==> src/rtl/mux4_rr_arbiter.sv <==
// Four-way round-robin arbiter/mux with a registered valid/ready output word.
// Optional build macro MUX4_ARB_LOCK_EN adds a per-requester lock input allowing up to four consecutive grants.
module mux4_rr_arbiter #(
    parameter int WIDTH = 8
) (
    input  logic             clk,
    input  logic             rst,
    input  logic [3:0]       req,
    input  logic [WIDTH-1:0] i0,
    input  logic [WIDTH-1:0] i1,
    input  logic [WIDTH-1:0] i2,
    input  logic [WIDTH-1:0] i3,
    input  logic             y_ready,
`ifdef MUX4_ARB_LOCK_EN
    input  logic [3:0]       lock,
`endif
    output logic [WIDTH-1:0] y,
    output logic             y_valid,
    output logic [3:0]       gnt,
    output logic             s1,
    output logic             s0,
    output logic [3:0]       ack
);

    typedef enum logic {
        IDLE = 1'b0,
        BUSY = 1'b1
    } state_t;

    state_t           state;
    state_t           state_next;
    logic [1:0]       ptr;
    logic [1:0]       ptr_next;
    logic [1:0]       sel;
    logic [1:0]       sel_next;
    logic [WIDTH-1:0] y_next;
    logic [3:0]       gnt_next;
    logic             hs;
    logic [3:0]       cand;
    logic [1:0]       base;
    logic [1:0]       win;
`ifdef MUX4_ARB_LOCK_EN
    logic [1:0]       cnt;
    logic [1:0]       cnt_next;
    logic             relock;
`endif

    // First set bit of r searching upward from index b, wrapping modulo 4.
    function automatic logic [1:0] first_from(input logic [3:0] r, input logic [1:0] b);
        logic [1:0] idx;
        logic       found;
        first_from = b;
        found      = 1'b0;
        for (int i = 0; i < 4; i++) begin
            idx = b + 2'(i);
            if (!found && r[idx]) begin
                first_from = idx;
                found      = 1'b1;
            end
        end
    endfunction

    assign y_valid  = (state == BUSY);
    assign hs       = y_valid & y_ready;
    assign ack      = gnt & {4{hs}};
    assign {s1, s0} = sel;

    always_comb begin
        state_next = state;
        ptr_next   = ptr;
        sel_next   = sel;
        y_next     = y;
        gnt_next   = gnt;
        cand       = 4'b0000;
        base       = ptr;
`ifdef MUX4_ARB_LOCK_EN
        cnt_next   = cnt;
        relock     = hs && lock[sel] && req[sel] && (cnt != 2'd3);
`endif
        if (state == IDLE) begin
            cand = req;
            base = ptr;
        end else if (hs) begin
            // The word just accepted is masked so a lone requester waits a cycle.
            ptr_next = sel + 2'd1;
            cand     = req & ~ack;
            base     = sel + 2'd1;
        end
`ifdef MUX4_ARB_LOCK_EN
        if (relock) begin
            ptr_next = ptr;
            cand     = 4'b0001 << sel;
            base     = sel;
            cnt_next = cnt + 2'd1;
        end else if (hs) begin
            cnt_next = 2'd0;
        end
`endif
        win = first_from(cand, base);
        if ((state == IDLE) || hs) begin
            if (cand != 4'b0000) begin
                state_next = BUSY;
                sel_next   = win;
                gnt_next   = 4'b0001 << win;
                case (win)
                    2'd0:    y_next = i0;
                    2'd1:    y_next = i1;
                    2'd2:    y_next = i2;
                    default: y_next = i3;
                endcase
            end else if (hs) begin
                state_next = IDLE;
                gnt_next   = 4'b0000;
            end
        end
    end

    always_ff @(posedge clk) begin
        if (rst) begin
            state <= IDLE;
            ptr   <= 2'd0;
            sel   <= 2'd0;
            y     <= '0;
            gnt   <= 4'b0000;
`ifdef MUX4_ARB_LOCK_EN
            cnt   <= 2'd0;
`endif
        end else begin
            state <= state_next;
            ptr   <= ptr_next;
            sel   <= sel_next;
            y     <= y_next;
            gnt   <= gnt_next;
`ifdef MUX4_ARB_LOCK_EN
            cnt   <= cnt_next;
`endif
        end
    end

endmodule

==> config.mk <==
export PLATFORM = sky130hd
export DESIGN_NAME = mux4_rr_arbiter
export DESIGN_NICKNAME = d
export VERILOG_FILES = /design/src/rtl/mux4_rr_arbiter.sv
export SDC_FILE = /design/constraint.sdc
export NUM_CORES = 1
export LEC_CHECK = 0
export CAP_MARGIN = 20
export CORE_MARGIN = 10
export CORE_UTILIZATION = 41
export DETAILED_ROUTE_END_ITERATION = 6
export GPL_TIMING_DRIVEN = 0
export PLACE_DENSITY = 0.85
export SETUP_SLACK_MARGIN = 0.1
export SLEW_MARGIN = 10
export SYNTH_ARGS = -nofsm -noshare
export SYNTH_HDL_FRONTEND = slang
export SYNTH_SLANG_ARGS = --single-unit
==> constraint.sdc <==
create_clock -name clk -period 4.1 [get_ports clk]
set_input_delay 0.41 -clock clk [delete_from_list [all_inputs] [get_ports clk]]
set_output_delay 0.41 -clock clk [all_outputs]
set_load 0.03 [all_outputs]
# After elaboration in Yosys (flattened, before gate mapping)
# Index checks and enable logic that the tools add are counted.
# Widths: inputs -> output; s select.
[op_classes] order_cmp=4 reduce_logical=12 n_eq_ne=2 n_bitwise=5 addsub=4 n_mux=23 shifts=1
[ops] op="$pmux 8 s3" n=1
[ops] op="$mux 4" n=4
[ops] op="$lt 2x3->1 const B" n=4
[ops] op="$mux 2" n=5
[ops] op="$mux 1" n=9
[ops] op="$and 4x4->4" n=2
[ops] op="$bmux 1 s2" n=4
[ops] op="$add 2x1->2 const B" n=2
[ops] op="$add 2x2->2 const B" n=2
[ops] op="$not 4->4" n=1
[ops] op="$reduce_and 2->1" n=2
[ops] op="$reduce_bool 4->1" n=1
[ops] op="$shl 1x2->4 const A" n=1
[ops] op="$logic_and 1x1->1" n=3
[ops] op="$logic_not 1->1" n=3
[ops] op="$eq 2x1->1 const B" n=1
[ops] op="$eq 2x2->1 const B" n=1
[ops] op="$logic_not 2->1" n=1
[ops] op="$reduce_bool 2->1" n=1
[ops] op="$and 1x1->1" n=1
[ops] op="$logic_or 1x1->1" n=1
[ops] op="$not 1->1" n=1
[word_totals] output_inout_bits=19 reg_bits=17 in_bits=39 word_cells=56

# Longest topological paths before layout
[logic_depth] word_depth=20 ltp_mapped=9 depth_no_buf=7

# Worst setup path before layout
# Ideal clock, no wire load.
[synth_path] kind="flip-flop to flip-flop" from="register state, in the netlist y_valid" to="register gnt[1]" synth_period_minus_slack_ns=2.013 t_arrival_ns=1.943 path_slack_ns=2.087 required_time_ns=4.030 setup_time_ns=0.070 n_path_buf=1 stages_incl_launch_ff=8 path_cell_list="dfxtp_1 -> buf_6 -> o21ai_0 -> and2_2 -> o211ai_1 -> nand2_4 -> or3b_1 -> a21oi_1"
[synth_between] elab_chain_cells=20 word_cells_on_any_way=38 cone_classes="add/sub (3); shift (1); mux (19); bitwise (5); reduce/logical (10)"
[synth_rtl] item="start, declared" line="30" text="state_t state;"
[synth_rtl] item="start signal, assigned" line="129" text="state <= state_next;"
[synth_rtl] item="$and 1x1->1" line="64" text="assign hs = y_valid & y_ready;"
[synth_rtl] item="$and 4x4->4" line="65" text="assign ack = gnt & {4{hs}};"
[synth_rtl] item="$not 4->4" line="86" text="cand = req & ~ack;"
[synth_rtl] item="$and 4x4->4" line="86"
[synth_rtl] item="$mux 4" line="83" text="end else if (hs) begin"
[synth_rtl] item="$mux 4" line="80" text="if (state == IDLE) begin"
[synth_rtl] item="$bmux 1 s2" line="56" text="if (!found && r[idx]) begin"
[synth_rtl] item="$mux 1 (not written as such)" line="56"
[synth_rtl] item="(+4 left out)"
[synth_rtl] item="$logic_not 1->1" line="56"
[synth_rtl] item="$logic_and 1x1->1" line="56"
[synth_rtl] item="$mux 1" line="56"
[synth_rtl] item="$logic_not 1->1" line="56"
[synth_rtl] item="$logic_and 1x1->1" line="56"
[synth_rtl] item="$mux 2" line="56"
[synth_rtl] item="$shl 1x2->4" line="104" text="gnt_next = 4'b0001 << win;"
[synth_rtl] item="$mux 4" line="101" text="if (cand != 4'b0000) begin"
[synth_rtl] item="end signal, assigned" line="133" text="gnt <= gnt_next;"
[synth_rtl] item="end, declared" line="19" text="output logic [3:0] gnt,"
# Parallel ways exist; a longest one is shown, timed or not. The select of a mux whose other input is x is not followed.
# A chain may end at the register's enable or synchronous reset.

# Worst setup path in the final report
[layout_path] from="input req[2]" to="register y[2]"
[layout_between] elab_chain_cells=17 word_cells_on_any_way=29 cone_classes="eq/ne (2); mux (17); bitwise (1); reduce/logical (9)"
[layout_rtl] item="start, declared" line="8" text="input logic [3:0] req,"
[layout_rtl] item="$and 4x4->4" line="86"
[layout_rtl] item="$mux 4" line="83"
[layout_rtl] item="$mux 4 (*)" line="80"
[layout_rtl] item="$bmux 1 s2" line="56"
[layout_rtl] item="$mux 1 (not written as such)" line="56"
[layout_rtl] item="$mux 1" line="56"
[layout_rtl] item="$logic_not 1->1" line="56"
[layout_rtl] item="$logic_and 1x1->1" line="56"
[layout_rtl] item="$mux 1" line="56"
[layout_rtl] item="$logic_not 1->1" line="56"
[layout_rtl] item="$logic_and 1x1->1" line="56"
[layout_rtl] item="$mux 1" line="56"
[layout_rtl] item="$logic_not 1->1" line="56"
[layout_rtl] item="$logic_and 1x1->1" line="56"
[layout_rtl] item="$mux 2" line="56"
[layout_rtl] item="$eq 2x2->1, or another cell as far along" line="105" text="case (win)"
[layout_rtl] item="$pmux 8 s3" line="105"
[layout_rtl] item="end signal, assigned" line="132" text="y <= y_next;"
[layout_rtl] item="end, declared" line="17" text="output logic [WIDTH-1:0] y,"
# Mark *: on every way between the ends. The rest lies on a longest branch, timed or not. The select of a mux whose other input is x is not followed.

==> impl_metrics.tcl <==
set metrics [dict create \
    outcome "completed" \
    synth.net_count 159 \
    clkSinkCount 17 \
    avgRoutedWirePerCell_um 16.3 \
    htreeDepth 1 \
    grt_pass1_vias 1233 \
    gp_congestion 0.831 \
    postCtsSetupBuffers 0 \
    antenna_found_initial 0 \
    synth_area_per_cell_um2 8.87 \
    syn_inst 120 \
    hpwlAfterDp_um 2870 \
    initialDrtViolationCount 70 \
    relSlewSlack_pct 63.2 \
    portBuffers 56 \
    tritoncts "done" \
    antennaDiodeCount 0 \
    hold_depth 4 \
    drcViolationCount 0 \
    fp.dieW_um 71.0 \
    final_common_cell "clkdlybuf4s50_1" \
    path_cells "clkdlybuf4s50_1 -> a22oi_1 -> o22ai_1 -> o211ai_1 -> nand2_4 -> buf_6 -> mux2i_1 -> o221ai_1" \
    path_clk_slew_ns 0.11 \
    synth_seq_cells 17 \
    viasPerCell 5.52 \
    setup_slack_ns 1.89 \
    timing.rr.end "y[7]" \
    synth_cell_types 33 \
    final_antenna_net_count 0 \
    routed_wl_um 3430 \
    layout_common_cells "clkdlybuf4s50_1 (56), mux2i_1 (18), dfxtp_1 (17)" \
    fill_cells 220 \
    critPathLaunchType "input port" \
    via_count 1159 \
    cts_hold_buf 0 \
    initial_utilization_pct 43.0 \
    p_leak_nw 0.645 \
    endpoint_kind "register" \
    grt_max_degree 11 \
    fin_crit_ns 2.21 \
    reg2reg_slack_ns 1.96 \
    crit_fanout 10 \
    rsz0062_at_grt "false" \
    p_per_area_mw_per_mm2 350 \
    yosys-top-cells-area "dfxtp_1 (32%), mux2i_1 (17%), o221ai_1 (6.6%), nand3b_1 (5.6%), a21oi_1 (4.2%)" \
    ff2ff_path_depth 6 \
    r2r_start "y_valid" \
    post-place-ws_ns 1.60 \
    grt_util_all_layers_pct 13.2 \
    netlist.area_leader.share_pct 32.0 \
    nNetsFinal 220 \
    hold_class "input port to register" \
    synth_area_mm2 0.00106 \
    core_area_mm2 0.00248 \
    cts_buffers 3 \
    max_stage_delay_ns 0.53 \
    ir_drop_v 0.000221 \
    worstMarginPinSlew_ns 0.549 \
    layout-drive-gt1-share_pct 8.33 \
    cts_max_path_buffers 2 \
    seq_area_frac_synth_pct 32.0 \
    dr.pass1.iters 4 \
    hold_viol 0 \
    area_delta_synth_final_pct 58.6 \
    tns_ns 0 \
    die-height_um 71.0 \
    clkLatencyLatePin_ns 0.29 \
    fmax_mhz 452 \
    cap_violations 0 \
    die-area_mm2 0.00504 \
    yosys.area.top_type "dfxtp_1" \
    min_from "y_ready" \
    min_period_over_period_pct 53.9 \
    finClkSkew_ns 0.0118 \
    path_class "input port to register" \
    maxSlewViolCount 0 \
    num_rows 18 \
    ios 58 \
    grt_overflow 0 \
    ctsResizeCount 0 \
    cts_root_buffer "clkbuf_4" \
    grt_pass1_wl_um 5660 \
    yosysWarnings 0 \
    setup_viol 0 \
    critPathSlowestCell "clkdlybuf4s50_1" \
    holdPathEnd "y_valid" \
    worstPathArrival_ns 2.36 \
    required_ns 4.25 \
]
==> sequential cells by signal (all words and copies together) (netlist names) <==
signal	flops
y	8
gnt	4
ptr	2
sel	2
y_valid	1
==> area by class of cell <==
type                            count  area (µm²)  area share [%]
Clock buffer                        4        26.3            1.56
Timing Repair Buffer               56         561            33.2
Sequential cell                    17         340            20.1
Tap cell                           30        37.5            2.22
Multi-Input combinational cell     92         658            39.0
Buffer                              6        47.5            2.81
Inverter                            5        18.8            1.11
==> cell usage after synthesis (all sizes together) <==
cell	number
buf	5
nor2	9
a221oi	1
or3b	1
o2111ai	1
o21ai	4
mux2i	18
inv	5
nand3b	8
and3	2
a22oi	1
o21a	1
o22ai	2
nand2b	4
nand2	9
nand3	4
nor3	1
xnor2	1
a21boi	2
clkbuf	1
a31oi	1
a21oi	10
o221ai	8
nor2b	1
and2	1
or3	1
o211ai	1
dfxtp	17
==> critical path: cells and delay by family <==
family / cells / cell delay [ns]
compound gates: 4 / 0.79
buf+inv: 2 / 0.73
mux: 1 / 0.23
simple gates: 1 / 0.20
==> power breakdown <==
| part | internal (mW) | leakage [nW] | total [mW] | switching, mW |
|---|---|---|---|---|
| Combinational | 0.138 | 0.489 | 0.291 | 0.153 |
| Clock | 0.0377 | 0.0150 | 0.0899 | 0.0522 |
| Sequential | 0.192 | 0.141 | 0.210 | 0.0180 |
| Total | 0.368 | 0.645 | 0.591 | 0.223 |
==> routing by layer <==
metal  routed length [µm]  vias to the layer above  part of all wire (%)  GRT usage [%]
met2                 1550                       55                    45           22.7
met3                  482                        2                    14           8.09
li1                     -                      571                     -              -
met5                    0                        -                     0              0
met1                 1390                      531                    40           13.1
met4                   13                        0                  0.38           3.23
==> worst max-delay path by stage <==
stage	from	to	cells past startpoint
6_report	req[2]	y[2]	8
5_1_grt	req[2]	y[7]	7
4_1_cts	req[2]	y[2]	8
3_5_place_dp	req[2]	y[2]	8
3_3_place_gp	req[2]	y[2]	8
2_1_floorplan	y_valid	gnt[1]	7
==> metrics by stage <==
| stage | total power [mW] | area, µm² | instances | hold slack (ns) | utilization [%] |
|---|---|---|---|---|---|
| global route | 0.622 | 1690 | 210 | 0.485 | 68.2 |
| CTS | 0.592 | 1690 | 210 | 0.471 | 68.2 |
| detailed placement | 0.506 | 1660 | 206 | 0.494 | 67.1 |
| floorplan | 0.387 | 1060 | 120 | 0.489 | - |
| global placement | 0.496 | 1660 | 206 | 0.480 | 67.1 |
| finish | 0.591 | 1690 | 210 | 0.466 | 68.2 |
==> cells by family after synthesis <==
family,count (synthesis),share of synthesized area (%)
simple gates,41,22.4
compound gates,32,21.6
mux,18,16.9
flops,17,32.0
buf+inv,11,6.23
xor+xnor,1,0.823
No activity file was read; power rests on OpenSTA's default activity.
